[src/rtl/button_event_ctrl.sv]
// -----------------------------------------------------------------------------
// button_event_ctrl
//
// Input-event controller for the board push-buttons and slide switches.
// Both buttons are synchronised and debounced. A debounced press (0->1) raises
// a per-button pending request that carries a snapshot of the synchronised
// switches. A fixed-priority arbiter (button 0 first) moves pending requests
// into one shared event FIFO. The consumer drains the FIFO through a
// valid/ready port, and irq mirrors evt_valid.
//
// Ports
//   HCLK          in   1   system clock, rising edge
//   HRESET        in   1   synchronous reset, active-high
//   Buttons       in   2   raw asynchronous push-buttons, 1 = pressed
//   Switches      in  16   raw asynchronous slide switches
//   evt_valid     out  1   head entry valid (registered)
//   evt_ready     in   1   consumer accepts head entry
//   evt_btn       out  1   button index of head entry (0 when empty)
//   evt_switches  out 16   switch snapshot of head entry (0 when empty)
//   drop_cnt      out  8   presses lost while a request was pending, saturating
//   irq           out  1   equals evt_valid
//
// Handshake: an entry transfers on a rising HCLK edge where evt_valid=1 and
// evt_ready=1. evt_valid/evt_btn/evt_switches are driven only by flops, so
// evt_ready never reaches an output combinationally. evt_ready while
// evt_valid=0 has no effect.
//
// FIFO organisation: the head entry lives in a dedicated output register
// (out_*_q). The remaining entries sit in a circular buffer (mem_*) with
// pointers wrapping modulo DEPTH. A newly written entry is moved into the
// output register on the following edge when the register is free, which
// gives the press-to-evt_valid latency of DEBOUNCE_CYCLES+3 edges. On a pop
// the next buffered entry is moved in on the same edge, so back-to-back
// entries stream out at one per cycle. Occupancy is the buffered count plus
// the output register; full means that sum equals DEPTH.
// -----------------------------------------------------------------------------
module button_event_ctrl #(
  parameter int DEBOUNCE_CYCLES = 32,  // 2..65535
  parameter int DEPTH           = 4    // power of two, 2..16
) (
  input  logic        HCLK,
  input  logic        HRESET,
  input  logic [1:0]  Buttons,
  input  logic [15:0] Switches,
  output logic        evt_valid,
  input  logic        evt_ready,
  output logic        evt_btn,
  output logic [15:0] evt_switches,
  output logic [7:0]  drop_cnt,
  output logic        irq
);

  localparam int PW = $clog2(DEPTH);
  localparam logic [15:0] CNT_LAST = 16'(DEBOUNCE_CYCLES - 1);
  localparam logic [PW:0] FULL_LVL = (PW + 1)'(DEPTH);

  // ---------------------------------------------------------------------------
  // Registers
  // ---------------------------------------------------------------------------
  logic [1:0]    bsync1_q, bsync_q;
  logic [15:0]   swsync1_q, swsync_q;
  logic [15:0]   cnt_q [2];
  logic [1:0]    stable_q;
  logic [1:0]    pending_q;
  logic [15:0]   snap_q [2];

  logic          mem_btn_q [DEPTH];
  logic [15:0]   mem_sw_q  [DEPTH];
  logic [PW-1:0] wr_ptr_q, rd_ptr_q;
  logic [PW:0]   mcnt_q;             // entries held in mem, excluding head

  logic          out_valid_q;
  logic          out_btn_q;
  logic [15:0]   out_sw_q;
  logic [7:0]    drop_q;

  // ---------------------------------------------------------------------------
  // Next-state
  // ---------------------------------------------------------------------------
  logic [15:0]   cnt_d [2];
  logic [1:0]    stable_d;
  logic [1:0]    press;
  logic [1:0]    drop;
  logic [1:0]    pending_d;
  logic [15:0]   snap_d [2];
  logic          pop;
  logic [PW:0]   occupancy;
  logic          full;
  logic          push;
  logic          gsel;
  logic          load;
  logic [PW:0]   mcnt_d;
  logic [1:0]    drop_inc;
  logic [8:0]    drop_sum;
  logic [7:0]    drop_d;

  always_comb begin
    stable_d  = stable_q;
    press     = 2'b00;
    drop      = 2'b00;
    pending_d = pending_q;
    for (int n = 0; n < 2; n++) begin
      cnt_d[n]  = cnt_q[n];
      snap_d[n] = snap_q[n];
    end

    // Debounce: count consecutive cycles where the synchronised input differs
    // from the accepted level; any agreeing cycle restarts the count.
    for (int n = 0; n < 2; n++) begin
      if (bsync_q[n] == stable_q[n]) begin
        cnt_d[n] = '0;
      end else if (cnt_q[n] == CNT_LAST) begin
        stable_d[n] = ~stable_q[n];
        cnt_d[n]    = '0;
      end else begin
        cnt_d[n] = cnt_q[n] + 16'd1;
      end
    end

    press = stable_d & ~stable_q;

    // FIFO side.
    pop       = out_valid_q & evt_ready;
    occupancy = mcnt_q + (PW + 1)'(out_valid_q);
    full      = (occupancy == FULL_LVL);

    // Fixed priority: button 0 wins. A pop on the same edge frees a slot.
    gsel = ~pending_q[0];
    push = (pending_q != 2'b00) && (!full || pop);

    // Head register refills from mem whenever it is empty or being popped.
    load = (!out_valid_q || pop) && (mcnt_q != '0);

    case ({push, load})
      2'b10:   mcnt_d = mcnt_q + (PW + 1)'(1);
      2'b01:   mcnt_d = mcnt_q - (PW + 1)'(1);
      default: mcnt_d = mcnt_q;
    endcase

    // Pending requests. A press that finds its request still pending (judged
    // on the pre-edge value, even if it is being pushed now) is dropped; the
    // queued request keeps its original snapshot.
    if (push) begin
      pending_d[gsel] = 1'b0;
    end
    for (int n = 0; n < 2; n++) begin
      if (press[n]) begin
        if (pending_q[n]) begin
          drop[n] = 1'b1;
        end else begin
          pending_d[n] = 1'b1;
          snap_d[n]    = swsync_q;
        end
      end
    end

    // Both buttons can drop on the same edge, so add up to two, saturating.
    drop_inc = {1'b0, drop[0]} + {1'b0, drop[1]};
    drop_sum = {1'b0, drop_q} + {7'd0, drop_inc};
    drop_d   = drop_sum[8] ? 8'hFF : drop_sum[7:0];
  end

  // ---------------------------------------------------------------------------
  // Control and datapath registers
  // ---------------------------------------------------------------------------
  always_ff @(posedge HCLK) begin
    if (HRESET) begin
      bsync1_q    <= '0;
      bsync_q     <= '0;
      swsync1_q   <= '0;
      swsync_q    <= '0;
      for (int n = 0; n < 2; n++) begin
        cnt_q[n]  <= '0;
        snap_q[n] <= '0;
      end
      stable_q    <= '0;
      pending_q   <= '0;
      wr_ptr_q    <= '0;
      rd_ptr_q    <= '0;
      mcnt_q      <= '0;
      out_valid_q <= 1'b0;
      out_btn_q   <= 1'b0;
      out_sw_q    <= '0;
      drop_q      <= '0;
    end else begin
      bsync1_q  <= Buttons;
      bsync_q   <= bsync1_q;
      swsync1_q <= Switches;
      swsync_q  <= swsync1_q;
      for (int n = 0; n < 2; n++) begin
        cnt_q[n]  <= cnt_d[n];
        snap_q[n] <= snap_d[n];
      end
      stable_q  <= stable_d;
      pending_q <= pending_d;
      mcnt_q    <= mcnt_d;
      drop_q    <= drop_d;

      if (push) begin
        wr_ptr_q <= wr_ptr_q + PW'(1);
      end

      if (load) begin
        out_valid_q <= 1'b1;
        out_btn_q   <= mem_btn_q[rd_ptr_q];
        out_sw_q    <= mem_sw_q[rd_ptr_q];
        rd_ptr_q    <= rd_ptr_q + PW'(1);
      end else if (pop) begin
        // Emptied: head fields read 0.
        out_valid_q <= 1'b0;
        out_btn_q   <= 1'b0;
        out_sw_q    <= '0;
      end
    end
  end

  // Entry storage needs no reset: it is only read behind mcnt_q != 0.
  always_ff @(posedge HCLK) begin
    if (!HRESET && push) begin
      mem_btn_q[wr_ptr_q] <= gsel;
      mem_sw_q[wr_ptr_q]  <= snap_q[gsel];
    end
  end

  // ---------------------------------------------------------------------------
  // Outputs: all straight from flops
  // ---------------------------------------------------------------------------
  assign evt_valid    = out_valid_q;
  assign evt_btn      = out_btn_q;
  assign evt_switches = out_sw_q;
  assign drop_cnt     = drop_q;
  assign irq          = out_valid_q;

endmodule

[config.mk]
export PLATFORM = sky130hd
export DESIGN_NAME = button_event_ctrl
export DESIGN_NICKNAME = d
export VERILOG_FILES = /design/src/rtl/button_event_ctrl.sv
export SDC_FILE = /design/constraint.sdc
export NUM_CORES = 1
export LEC_CHECK = 0
export BUFFER_PORTS_ARGS = -buffer_cell sky130_fd_sc_hd__buf_2
export CAP_MARGIN = 20
export CORE_MARGIN = 3
export CORE_UTILIZATION = 54
export CTS_CLUSTER_SIZE = 25
export DETAILED_ROUTE_END_ITERATION = 16
export GPL_ROUTABILITY_DRIVEN = 1
export PLACE_DENSITY = 0.85
export SLEW_MARGIN = 0
export SYNTH_ARGS = -nofsm -noshare
export SYNTH_HDL_FRONTEND = slang
export SYNTH_SLANG_ARGS = --single-unit
export TNS_END_PERCENT = 30
[constraint.sdc]
create_clock -name HCLK -period 2.59 [get_ports HCLK]
set_input_delay 0.1295 -clock HCLK [delete_from_list [all_inputs] [get_ports HCLK]]
set_output_delay 0.1295 -clock HCLK [all_outputs]
set_load 0.01 [all_outputs]
Word level (Yosys, flattened, before mapping)
Memories as Yosys holds them, arrays and structs flattened. A register that Yosys moved wholly into a read port is not among the register bits.
Cells that the tools add are included.
{"block": "totals", "elab_cells": 109, "inputBits": 21, "mem_bits_rw": 132, "n_memories": 4, "regBits": 73, "output_inout_bits": 27}
{"name": "mem_sw_q", "words": 4, "width": 16, "rd": 1, "rd_clocked_by_memory_dff": 1, "write_ports": 1, "line_no": "68", "rtl": "logic [15:0] mem_sw_q [DEPTH];"}
{"name": "cnt_q", "words": 2, "width": 16, "rd": 2, "rd_clocked_by_memory_dff": 0, "write_ports": 2, "line_no": "62", "rtl": "logic [15:0] cnt_q [2];"}
{"name": "snap_q", "words": 2, "width": 16, "rd": 1, "rd_clocked_by_memory_dff": 0, "write_ports": 2, "line_no": "65", "rtl": "logic [15:0] snap_q [2];"}
{"name": "mem_btn_q", "words": 4, "width": 1, "rd": 1, "rd_clocked_by_memory_dff": 1, "write_ports": 1, "line_no": "67", "rtl": "logic mem_btn_q [DEPTH];"}
{"block": "op_classes", "n_addsub": 9, "eq_ne": 11, "bitwise_logic": 12, "n_reduce_logical": 15, "magnitude_cmp": 2, "mux": 43}
{"cell": "two-way mux 16 bit", "count": 14}
{"cell": "adder 16 x 1 -> 16 bit (second input constant)", "count": 2}
{"cell": "== test 16 x 5 -> 1 bit (second input constant)", "count": 2}
{"cell": "two-way mux 1 bit", "count": 21}
{"cell": "two-way mux 2 bit", "count": 5}
{"cell": "adder 8 x 2 -> 9 bit", "count": 1}
{"cell": "two-way mux 8 bit", "count": 1}
{"cell": "case mux 3 bit (2 select lines)", "count": 1}
{"cell": "AND reduction 3 bit", "count": 2}
{"cell": "nonzero test 2 bit", "count": 3}
{"cell": "adder 2 x 1 -> 2 bit (second input constant)", "count": 2}
{"cell": "bitwise AND 2 bit", "count": 2}
{"cell": "logical AND 1 bit", "count": 4}
{"cell": "inequality test 2 bit (second input constant)", "count": 2}
{"cell": "inverter 2 bit", "count": 2}
{"cell": "OR 1 bit", "count": 4}
{"cell": "adder 3 x 1 -> 3 bit", "count": 1}
{"cell": "adder 3 x 1 -> 3 bit (second input constant)", "count": 1}
{"cell": "== test 3 bit (second input constant)", "count": 1}
{"cell": "logical NOT 1 bit", "count": 3}
{"cell": "inverter 1 bit", "count": 3}
{"cell": "nonzero test 3 bit", "count": 1}
{"cell": "subtractor 3 x 1 -> 3 bit (second input constant)", "count": 1}
{"cell": "adder 1 x 1 -> 2 bit", "count": 1}
{"cell": "other kinds (9)", "count": 12}

Depth between registers and ports, before layout
Gate-level depths: netlist (run 1).
{"block": "logic_depth", "word_depth": 10, "ltp_mapped": 10, "mapped_depth_nobuf": 10}

Worst setup path after synthesis (run 1)
Ideal clock, no wire load.
{"block": "synth_path", "path_kind": "register -> register", "start": "mem cnt_q[0][0]", "end": "reg drop_q[0] (netlist: drop_cnt[0])", "synth_period_minus_slack_ns": 2.755, "t_arrival_ns": 2.684, "setup_ns": 0.071, "slack_ns": -0.165, "path_stages_with_launch": 10, "path_buffers": 0, "path_cell_list": "dfxtp_1 > ha_1 > and3_1 > nand4_1 > or3_1 > fa_1 > and4b_1 > and4_1 > nand2_1 > a21oi_1"}
{"element": "start: declaration", "line_no": "62"}
{"element": "end signal: assignment", "line_no": "197", "rtl": "drop_q <= drop_d;"}
{"element": "end: declaration", "line_no": "75", "rtl": "logic [7:0] drop_q;"}

==> metrics.yaml, run 1 <==
outcome:
  status: "complete, but fails checks"
  violations: "setup timing"
route:
  dr.pass1.iters: 7
  drtAntennaViolNets: 0
  drtIter0Drc: 283
  drc: 0
  via_count: 4629
  routedWlPerCell_um: 16.7
  viasPerCell: 5.46
  wl_um: 14100
floorplanning:
  pin_count: 48
  num_rows: 43
  dieWidth_um: 126
  die_y_um: 126
  die_area_um2: 15900
  initial_core_util_pct: 55.7
  coreArea_um2: 14000
finish:
  fill_cells: 945
  synthToLayoutAreaGrowth_pct: 19.2
  n_antenna_cell: 0
  layout-drive-gt1-share_pct: 25.6
  nNetsFinal: 685
global_routing:
  overflow: 0
  grt_usage_pct: 18.0
  grt_pass1_wl_um: 23500
  grt_max_degree: 52
  grt_pass1_vias: 4765
  antenna_found_initial: 0
synthesis:
  yosys.area.top_type_share_pct: 38.5
  synth_nets: 598
  synth_cell_types: 44
  synth.largest_area_cell: "edfxtp_1"
  netlist_instances: 566
  synth_area_um2: 7790
  synth_ff_type: "dfxtp_1"
  ys_async_sr_fraction_pct: 0
  ys_ff_latch: 207
  ys_top_cells_by_count: "dfxtp_1, edfxtp_1, nor2_1"
  synth_seq_area_share_pct: 66.0
  yosysMostFrequentCell: "dfxtp_1"
  synth-edff-count: 100
  yosysWarnings: 0
  syn_avg_cell_area_um2: 13.8
  synth_area_leaders: "edfxtp_1, dfxtp_1, mux4_2, xnor2_1, nor2_1"
clocking:
  cts_tree: "built"
  clockRootBuffer: "clkbuf_16"
  clock_sinks: 207
  insertion_delay_ns: 0.49
  htree_levels: 1
  cts_buffers: 21
  clockBufferDepth: 3
  clk_pin_slew_ns: 0.06
worst_setup_path:
  start_kind: "register"
  slowest_delay_ns: 0.55
  crit_start: "cnt_q[0][29]"
  end_kind: "register"
  r2r-start: "cnt_q[0][29]"
  crit_path_cell_trace: "or4_4 -> nor4_4 -> nand4b_1 -> fa_2 -> and4b_1 -> and4_4 -> nand2_4 -> a21oi_1"
  crit_path_end: "drop_cnt[0]"
  required_ns: 2.99
  worstPathArrival_ns: 3.01
  critical-path-slowest-cell: "or4_4"
  r2r_end: "drop_cnt[0]"
  rrSetupSlack_ns: -0.03
  cp_max_fo: 6
  reg2regPathDepth: 8
  critical_path_class: "reg2reg"
timing:
  layout_setup_ws_ns: -0.0256
  hold_violations: 0
  skew_ns: 0.0113
  fin_tns_setup_ns: -0.0256
  setup_viol: 1
  fin_crit_ns: 2.62
  maxSlewHeadroom_pct: 44.7
  rsz0062_at_grt: "true"
  drv_slew: 0
  post-route-period-util_pct: 101
  max_slew.worst_pin.slew_ns: 0.829
  fmax_mhz: 382
flow_run:
  drv_cap: 0
place:
  hpwl_um: 8840
  placement.io_buffers: 47
  place_ws_ns: -0.0453
  gp_congestion: 0.798
power_and_ir_drop:
  totalPowerFinal_uw: 8040
  p_per_area_nw_per_um2: 865
  leakagePower_uw: 0.00327
  worst_ir_drop_vdd_v: 0.000493
min_path:
  min_from: "HRESET"
  worstHoldPathType: "in2reg"
-- per-stage QoR --
step           instances  cell area (um^2)  hold slack, ns  utilization (%)
6_report             848              9290          0.0275             66.4
3_5_place_dp         791              8310           0.343             59.4
2_1_floorplan        566              7810           0.258                -
5_1_grt              848              9290          0.0349             66.4
4_1_cts              847              9250         0.00611             66.2
3_3_place_gp         791              8310           0.337             59.4
-- final cells by class --
cell class                 instances  area [um^2]  area share (%)
timing repair buffer              88          588            6.33
tap                              180          225            2.42
clock inverter                    17          215            2.32
clock buffer                      21          526            5.65
multi-input combinational        321         2540            27.3
inverter                          14         52.6           0.565
sequential                       207         5150            55.4
-- how the worst min path moves through the flow --
stage,slack (ns),cells past startpoint,endpoint
2_1_floorplan,0.26,1,bsync1_q[0]
3_3_place_gp,0.34,2,swsync1_q[11]
3_5_place_dp,0.34,2,swsync1_q[3]
4_1_cts,0.006,3,evt_valid
5_1_grt,0.03,3,evt_valid
6_report,0.03,2,drop_cnt[7]
-- power breakdown --
| part | total [uW] | internal, uW | switching [uW] |
|---|---|---|---|
| Sequential | 3730 | 3610 | 120 |
| Combinational | 1110 | 512 | 594 |
| Clock | 3200 | 1990 | 1210 |
-- critical path, delay by kind of cell, from the launching register on --
kind            cells  cell delay (ns)
flops               1             0.34
compound gates      1             0.20
fa+ha+maj           1             0.39
simple gates        6             1.60
-- per-layer routing --
metal | share of wire [%] | global-route usage, %
met1 | 42 | 23.1
met2 | 51 | 31.2
met3 | 6.1 | 3.65
met4 | 1.6 | 4.98
met5 | 0 | 0
-- registers in the layout, indices dropped and copies added (netlist names), 4 cells and up, named ones only --
register / count
cnt_q: 32
snap_q: 32
swsync_q: 16
drop_cnt: 8
mem_sw_q: 64
evt_switches: 16
swsync1_q: 16
mem_btn_q: 4
-- cell usage in the layout, fill, tap and decap left out, types with 2 or more instances in the layout --
| cell | n |
|---|---|
| nand4_1 | 7 |
| o21ai_0 | 2 |
| nand2b_1 | 5 |
| clkinv_1 | 2 |
| inv_1 | 14 |
| mux4_2 | 17 |
| nor3b_2 | 10 |
| nand3_1 | 12 |
| mux2_2 | 16 |
| nor3_1 | 8 |
| nor2_1 | 69 |
| xnor2_1 | 32 |
| nor4_2 | 2 |
| bufinv_16 | 5 |
| clkbuf_16 | 21 |
| inv_6 | 2 |
| dfxtp_2 | 2 |
| or3_1 | 4 |
| dlygate4sd3_1 | 18 |
| ha_1 | 7 |
| and2_2 | 4 |
| nor4_1 | 8 |
| nor3b_1 | 7 |
| nand2_1 | 10 |
| buf_4 | 23 |
| a21oi_1 | 12 |
| xor2_1 | 8 |
| clkinv_2 | 7 |
| buf_2 | 47 |
| edfxtp_1 | 100 |
| dfxtp_1 | 105 |
| or2_2 | 2 |
| a22oi_1 | 17 |
| or4_4 | 2 |
| nor2b_1 | 37 |
| mux2i_1 | 4 |
-- what timing repair did --
item | in CTS | in global routing
pin swaps | 1 | 4
hold endpoints to repair | 18 | 0
buffers inserted | 0 | 1
setup endpoints to repair | 7 | 76
resized for setup | 4 | 10
hold buffers | 18 | 0
-- cells by family (layout without fill, tap and decap cells) --
family	after synthesis	after routing	share of synthesized area (%)
AO/OA/AOI/OAI	36	36	3.24
XOR/XNOR	40	40	4.49
adder cells (fa/ha/maj)	11	11	1.96
buffers and inverters	38	140	2.22
flip-flops	207	207	66.0
multiplexers	37	37	7.74
AND/OR/NAND/NOR	197	197	14.3
(Power assumes the default switching activity.)
==> run 2: changes to the inputs <==
--- a/config.mk
+++ b/config.mk
@@ -5,14 +5,16 @@
 export SDC_FILE = /design/constraint.sdc
 export NUM_CORES = 1
 export LEC_CHECK = 0
-export BUFFER_PORTS_ARGS = -buffer_cell sky130_fd_sc_hd__buf_2
+export ABC_AREA = 0
 export CAP_MARGIN = 20
 export CORE_MARGIN = 3
-export CORE_UTILIZATION = 54
+export CORE_UTILIZATION = 55
 export CTS_CLUSTER_SIZE = 25
 export DETAILED_ROUTE_END_ITERATION = 16
+export DONT_BUFFER_PORTS = 1
 export GPL_ROUTABILITY_DRIVEN = 1
-export PLACE_DENSITY = 0.85
+export PLACE_DENSITY = 0.83
+export RECOVER_POWER = 25
 export SLEW_MARGIN = 0
 export SYNTH_ARGS = -nofsm -noshare
 export SYNTH_HDL_FRONTEND = slang
==> run 2 against run 1 <==
Against the previous run: the run now ends clean; clock-buffer cell count up 3; sequential power up 2%; worst hold slack worse by 0.0018 ns; power down 3.1%; critical endpoint is now drop_cnt[2]; largest cell class unchanged.
==> metrics.yaml, run 2 (synthesis results as in run 1) <==
timing:
  fmax_mhz: 390
  setup_viol: 0
  max_slew.worst_pin.slew_ns: 0.770
  maxSlewHeadroom_pct: 48.6
  fin_crit_ns: 2.57
  fin_tns_setup_ns: 0
  drv_slew: 0
  post-route-period-util_pct: 99.0
  skew_ns: 0.0121
  rsz0062_at_grt: "true"
  hold_violations: 0
place:
  gp_congestion: 0.862
  dp.cells: 741
  placement.io_buffers: 0
  hpwl_um: 8110
clocking:
  insertion_delay_ns: 0.49
  clock_sinks: 207
  htree_levels: 1
  cts_buffers: 21
  clockRootBuffer: "clkbuf_16"
  clk_pin_slew_ns: 0.06
  clockBufferDepth: 3
  cts_tree: "built"
route:
  wl_um: 13200
  dr.pass1.iters: 5
  viasPerCell: 5.47
  drtAntennaViolNets: 0
  routedWlPerCell_um: 16.4
  drc: 0
  via_count: 4390
  drtIter0Drc: 240
finish:
  final_common_cell: "dfxtp_1"
  synthToLayoutAreaGrowth_pct: 16.6
  reg_top3: "mem_sw_q x64, cnt_q x32, snap_q x32"
  stdcell_count: 802
  n_antenna_cell: 0
  nNetsFinal: 643
  multi_input_area_um2: 2540
  largest-register: "mem_sw_q"
  largest_reg_flops: 64
  fill_cells: 893
  layout-drive-gt1-share_pct: 20.0
  layout_common_cells: "dfxtp_1, edfxtp_1, nor2_1"
  register_area_um2: 5150
min_path:
  holdPathStages: 4
  min_from: "evt_ready"
  hold_path_end: "pending_q[0]"
  worstHoldPathType: "in2reg"
worst_setup_path:
  critical_path_class: "reg2reg"
  required_ns: 3.00
  r2r-start: "cnt_q[0][30]"
  start_kind: "register"
  reg2regPathDepth: 8
  rrSetupSlack_ns: 0.02
  worstPathArrival_ns: 2.98
  end_kind: "register"
  crit_start: "cnt_q[0][30]"
  cp_max_fo: 6
  r2r_end: "drop_cnt[2]"
floorplanning:
  dieWidth_um: 125
  die_y_um: 125
  die_area_um2: 15600
  num_rows: 42
  coreArea_um2: 13600
  pin_count: 48
  initial_core_util_pct: 57.5
global_routing:
  grt_pass1_wl_um: 21800
  grt_max_degree: 93
  antenna_found_initial: 0
  grt_pass1_vias: 4507
  grt_usage_pct: 16.8
  overflow: 0
power_and_ir_drop:
  leakagePower_uw: 0.00307
  worst_ir_drop_vdd_v: 0.000397
  p_per_area_nw_per_um2: 857
flow_run:
  drv_cap: 0
outcome:
  status: "complete, no violations"
[run 2: changes by cell type in the layout (fill, tap and decap cells not counted), sizes merged]
cell | before | now
buf | 70 | 27
clkbuf | 21 | 24
dlygate4sd3 | 18 | 19
clkinvlp | 1 | 2
clkinv | 9 | 6
bufinv | 5 | 4
[run 2: repair_timing]
action / in CTS / in global routing
setup buffers: 0 / 3
hold buffers: 20 / 0
gates resized for setup: 1 / 13
endpoints found under the hold margin: 109 / 0
pin swaps: 0 / 8
setup endpoints to repair: 1 / 26
[run 2: power by group]
group	leakage, uW	internal [uW]	switching [uW]
registers	0.00182	3610	189
logic	0.000898	437	470
clock network	0.000354	1910	1170
total	0.00307	5970	1830
[run 2: worst max-delay path by stage]
stage,endpoint,slack (ns),cells past startpoint
after global routing,drop_cnt[5],-0.15,8
after floorplan,drop_cnt[0],-0.08,8
final,drop_cnt[2],0.02,8
after global placement,drop_cnt[0],0.10,8
after CTS,mcnt_q[2],0.002,10
after detailed placement,drop_cnt[1],-0.004,8
[run 2: layer usage]
layer / up-vias / GRT usage [%] / share of wire, %
li1: 2106 / - / -
met1: 2119 / 21.8 / 42
met2: 128 / 28.0 / 49
met3: 37 / 4.14 / 6.0
met4: 0 / 5.93 / 3.2
met5: - / 0 / 0
[run 2: final cells by class]
class / count / share of cell area (%)
sequential: 207 / 56.6
multi-input combinational: 321 / 27.9
clock buffer: 24 / 6.01
timing repair buffer: 46 / 4.58
clock inverter: 14 / 1.90
tap: 176 / 2.42
inverter: 14 / 0.578
[run 2: worst max-delay path, stage by stage, from the launching register on]
cell	delay (ns)
dfxtp_2	0.31
or4_4	0.53
nor4_4	0.27
nand4b_1	0.17
fa_2	0.43
and4b_1	0.30
and4_4	0.26
nand2_4	0.09
a21oi_1	0.13
[run 2: metrics by stage]
step	power, uW	util, %	hold slack (ns)	setup WS (ns)	cell area (um^2)
final	7790	67.1	0.0256	0.0250	9090
after global placement	4660	59.6	0.208	0.102	8080
after global routing	8120	67.1	0.0516	-0.154	9090
after CTS	7860	66.5	0.0167	0.00192	9020
after floorplan	4530	-	0.258	-0.0757	7810
after detailed placement	4720	59.6	0.208	-0.00356	8080
==> run 3: changes to the inputs <==
--- a/config.mk
+++ b/config.mk
@@ -15,6 +15,7 @@
 export GPL_ROUTABILITY_DRIVEN = 1
 export PLACE_DENSITY = 0.83
 export RECOVER_POWER = 25
+export SETUP_SLACK_MARGIN = 0.3
 export SLEW_MARGIN = 0
 export SYNTH_ARGS = -nofsm -noshare
 export SYNTH_HDL_FRONTEND = slang
==> run 3 against run 2 <==
Against the previous run: the flow now finishes with violations (hold timing, setup timing); die area did not move; core utilization rose by 4.5 points; critical path depth did not move.
==> metrics.yaml, run 3 (synthesis results as in run 1) <==
place:
  hpwl_um: 8350
  place_ws_ns: -0.0216
  gp_congestion: 0.856
  dp.cells: 742
  placement.io_buffers: 0
timing:
  setup_viol: 1
  skew_ns: 0.00867
  rsz0062_at_grt: "true"
  max_slew.worst_pin.slew_ns: 1.02
  drv_slew: 0
  layout_setup_ws_ns: -0.00922
  maxSlewHeadroom_pct: 32.3
  hold_violations: 43
  post-route-period-util_pct: 100
  fmax_mhz: 385
  fin_crit_ns: 2.60
  holdWs_ns: -0.237
worst_setup_path:
  crit_path_cell_trace: "nor4_1 -> nand4_1 -> or3_4 -> fa_2 -> and4b_2 -> and4_4 -> nand2_8 -> a21oi_2"
  critical-path-slowest-cell: "or3_4"
  required_ns: 3.01
  crit_cells: 8
  slowest_delay_ns: 0.39
  cp_max_fo: 6
  worstPathArrival_ns: 3.02
  reg2regPathDepth: 8
  end_kind: "register"
  crit_family: "simple AND/OR/NAND/NOR gates"
  critical_path_class: "reg2reg"
  start_kind: "register"
  path_buf_inv: 0
route:
  drtAntennaViolNets: 0
  routedWlPerCell_um: 18.5
  drc: 0
  via_count: 4753
  drtIter0Drc: 318
  wl_um: 15700
  dr.pass1.iters: 4
  viasPerCell: 5.59
power_and_ir_drop:
  p_per_area_nw_per_um2: 863
  leakagePower_uw: 0.00343
  worst_ir_drop_vdd_v: 0.000453
flow_run:
  drv_cap: 0
clocking:
  clockRootBuffer: "clkbuf_16"
  cts_buffers: 22
  ctsHoldBuffers: 65
  clk_pin_slew_ns: 0.06
  insertion_delay_ns: 0.49
  clockBufferDepth: 3
  cts_tree: "built"
  clock_sinks: 207
  htree_levels: 1
finish:
  layout-drive-gt1-share_pct: 21.2
  reg_top3: "mem_sw_q x64, cnt_q x32, snap_q x32"
  nNetsFinal: 691
  n_antenna_cell: 0
  synthToLayoutAreaGrowth_pct: 24.5
  largest_reg_flops: 64
  largest-register: "mem_sw_q"
  fill_cells: 854
  layout_common_cells: "dfxtp_1, edfxtp_1, nor2_1"
  stdcell_count: 851
floorplanning:
  num_rows: 42
  dieWidth_um: 125
  die_area_um2: 15600
  coreArea_um2: 13600
  pin_count: 48
  die_y_um: 125
  initial_core_util_pct: 57.5
min_path:
  worstHoldPathType: "in2reg"
  holdPathStages: 1
global_routing:
  grt_usage_pct: 19.2
  grt_pass1_vias: 4959
  antenna_found_initial: 0
  grt_max_degree: 97
  grt_pass1_wl_um: 24600
  overflow: 0
outcome:
  violations: "hold timing, setup timing"
  status: "complete, but fails checks"
-- run 3: final timing paths --
path | start | slack, ns | to
worst min-delay path | HRESET | -0.24 | drop_cnt[1]
worst max register to register | cnt_q[0][12] | -0.009 | drop_cnt[0]
worst max-delay path | cnt_q[0][12] | -0.009 | drop_cnt[0]
worst min register to register | cnt_q[0][0] | 0.45 | cnt_q[0][0]
-- run 3: what timing repair did --
item,4_1_cts,5_1_grt
gates resized for setup,14,37
pin swaps,15,14
setup endpoints to repair,10,73
buffers inserted,1,2
cloned,0,1
hold endpoints to repair,109,44
-- run 3: per-stage QoR --
step	utilization [%]	TNS (ns)	cell area [um^2]	power, uW
final	71.6	-0.00922	9700	8370
after detailed placement	59.7	-0.0441	8090	4730
after floorplan	-	-0.404	7810	4530
after CTS	70.3	-0.0403	9530	8120
after global placement	59.7	0	8090	4660
after global routing	71.6	-0.481	9700	8680
-- run 3: layout make-up --
| type | instances | area (um^2) | area share, % |
|---|---|---|---|
| flip-flops and latches | 207 | 5150 | 53.1 |
| multi-input cells | 321 | 2650 | 27.4 |
| repair buffers | 93 | 880 | 9.07 |
| clock buffers | 26 | 597 | 6.15 |
| well taps | 176 | 220 | 2.27 |
| clock inverters | 14 | 145 | 1.50 |
| inverters | 14 | 52.6 | 0.542 |
-- run 3: where the power goes --
part / switching (uW) / leakage (uW) / internal (uW)
logic: 632 / 0.00125 / 729
clock network: 1230 / 0.000364 / 1940
registers: 224 / 0.00182 / 3620
-- run 3: per-layer routing --
| metal | track usage [%] | wire length [um] | up-vias |
|---|---|---|---|
| met1 | 23.8 | 6250 | 2350 |
| met4 | 7.08 | 544 | 0 |
| met2 | 33.6 | 8180 | 145 |
| met5 | 0 | 0 | - |
| li1 | - | - | 2206 |
| met3 | 3.50 | 776 | 52 |
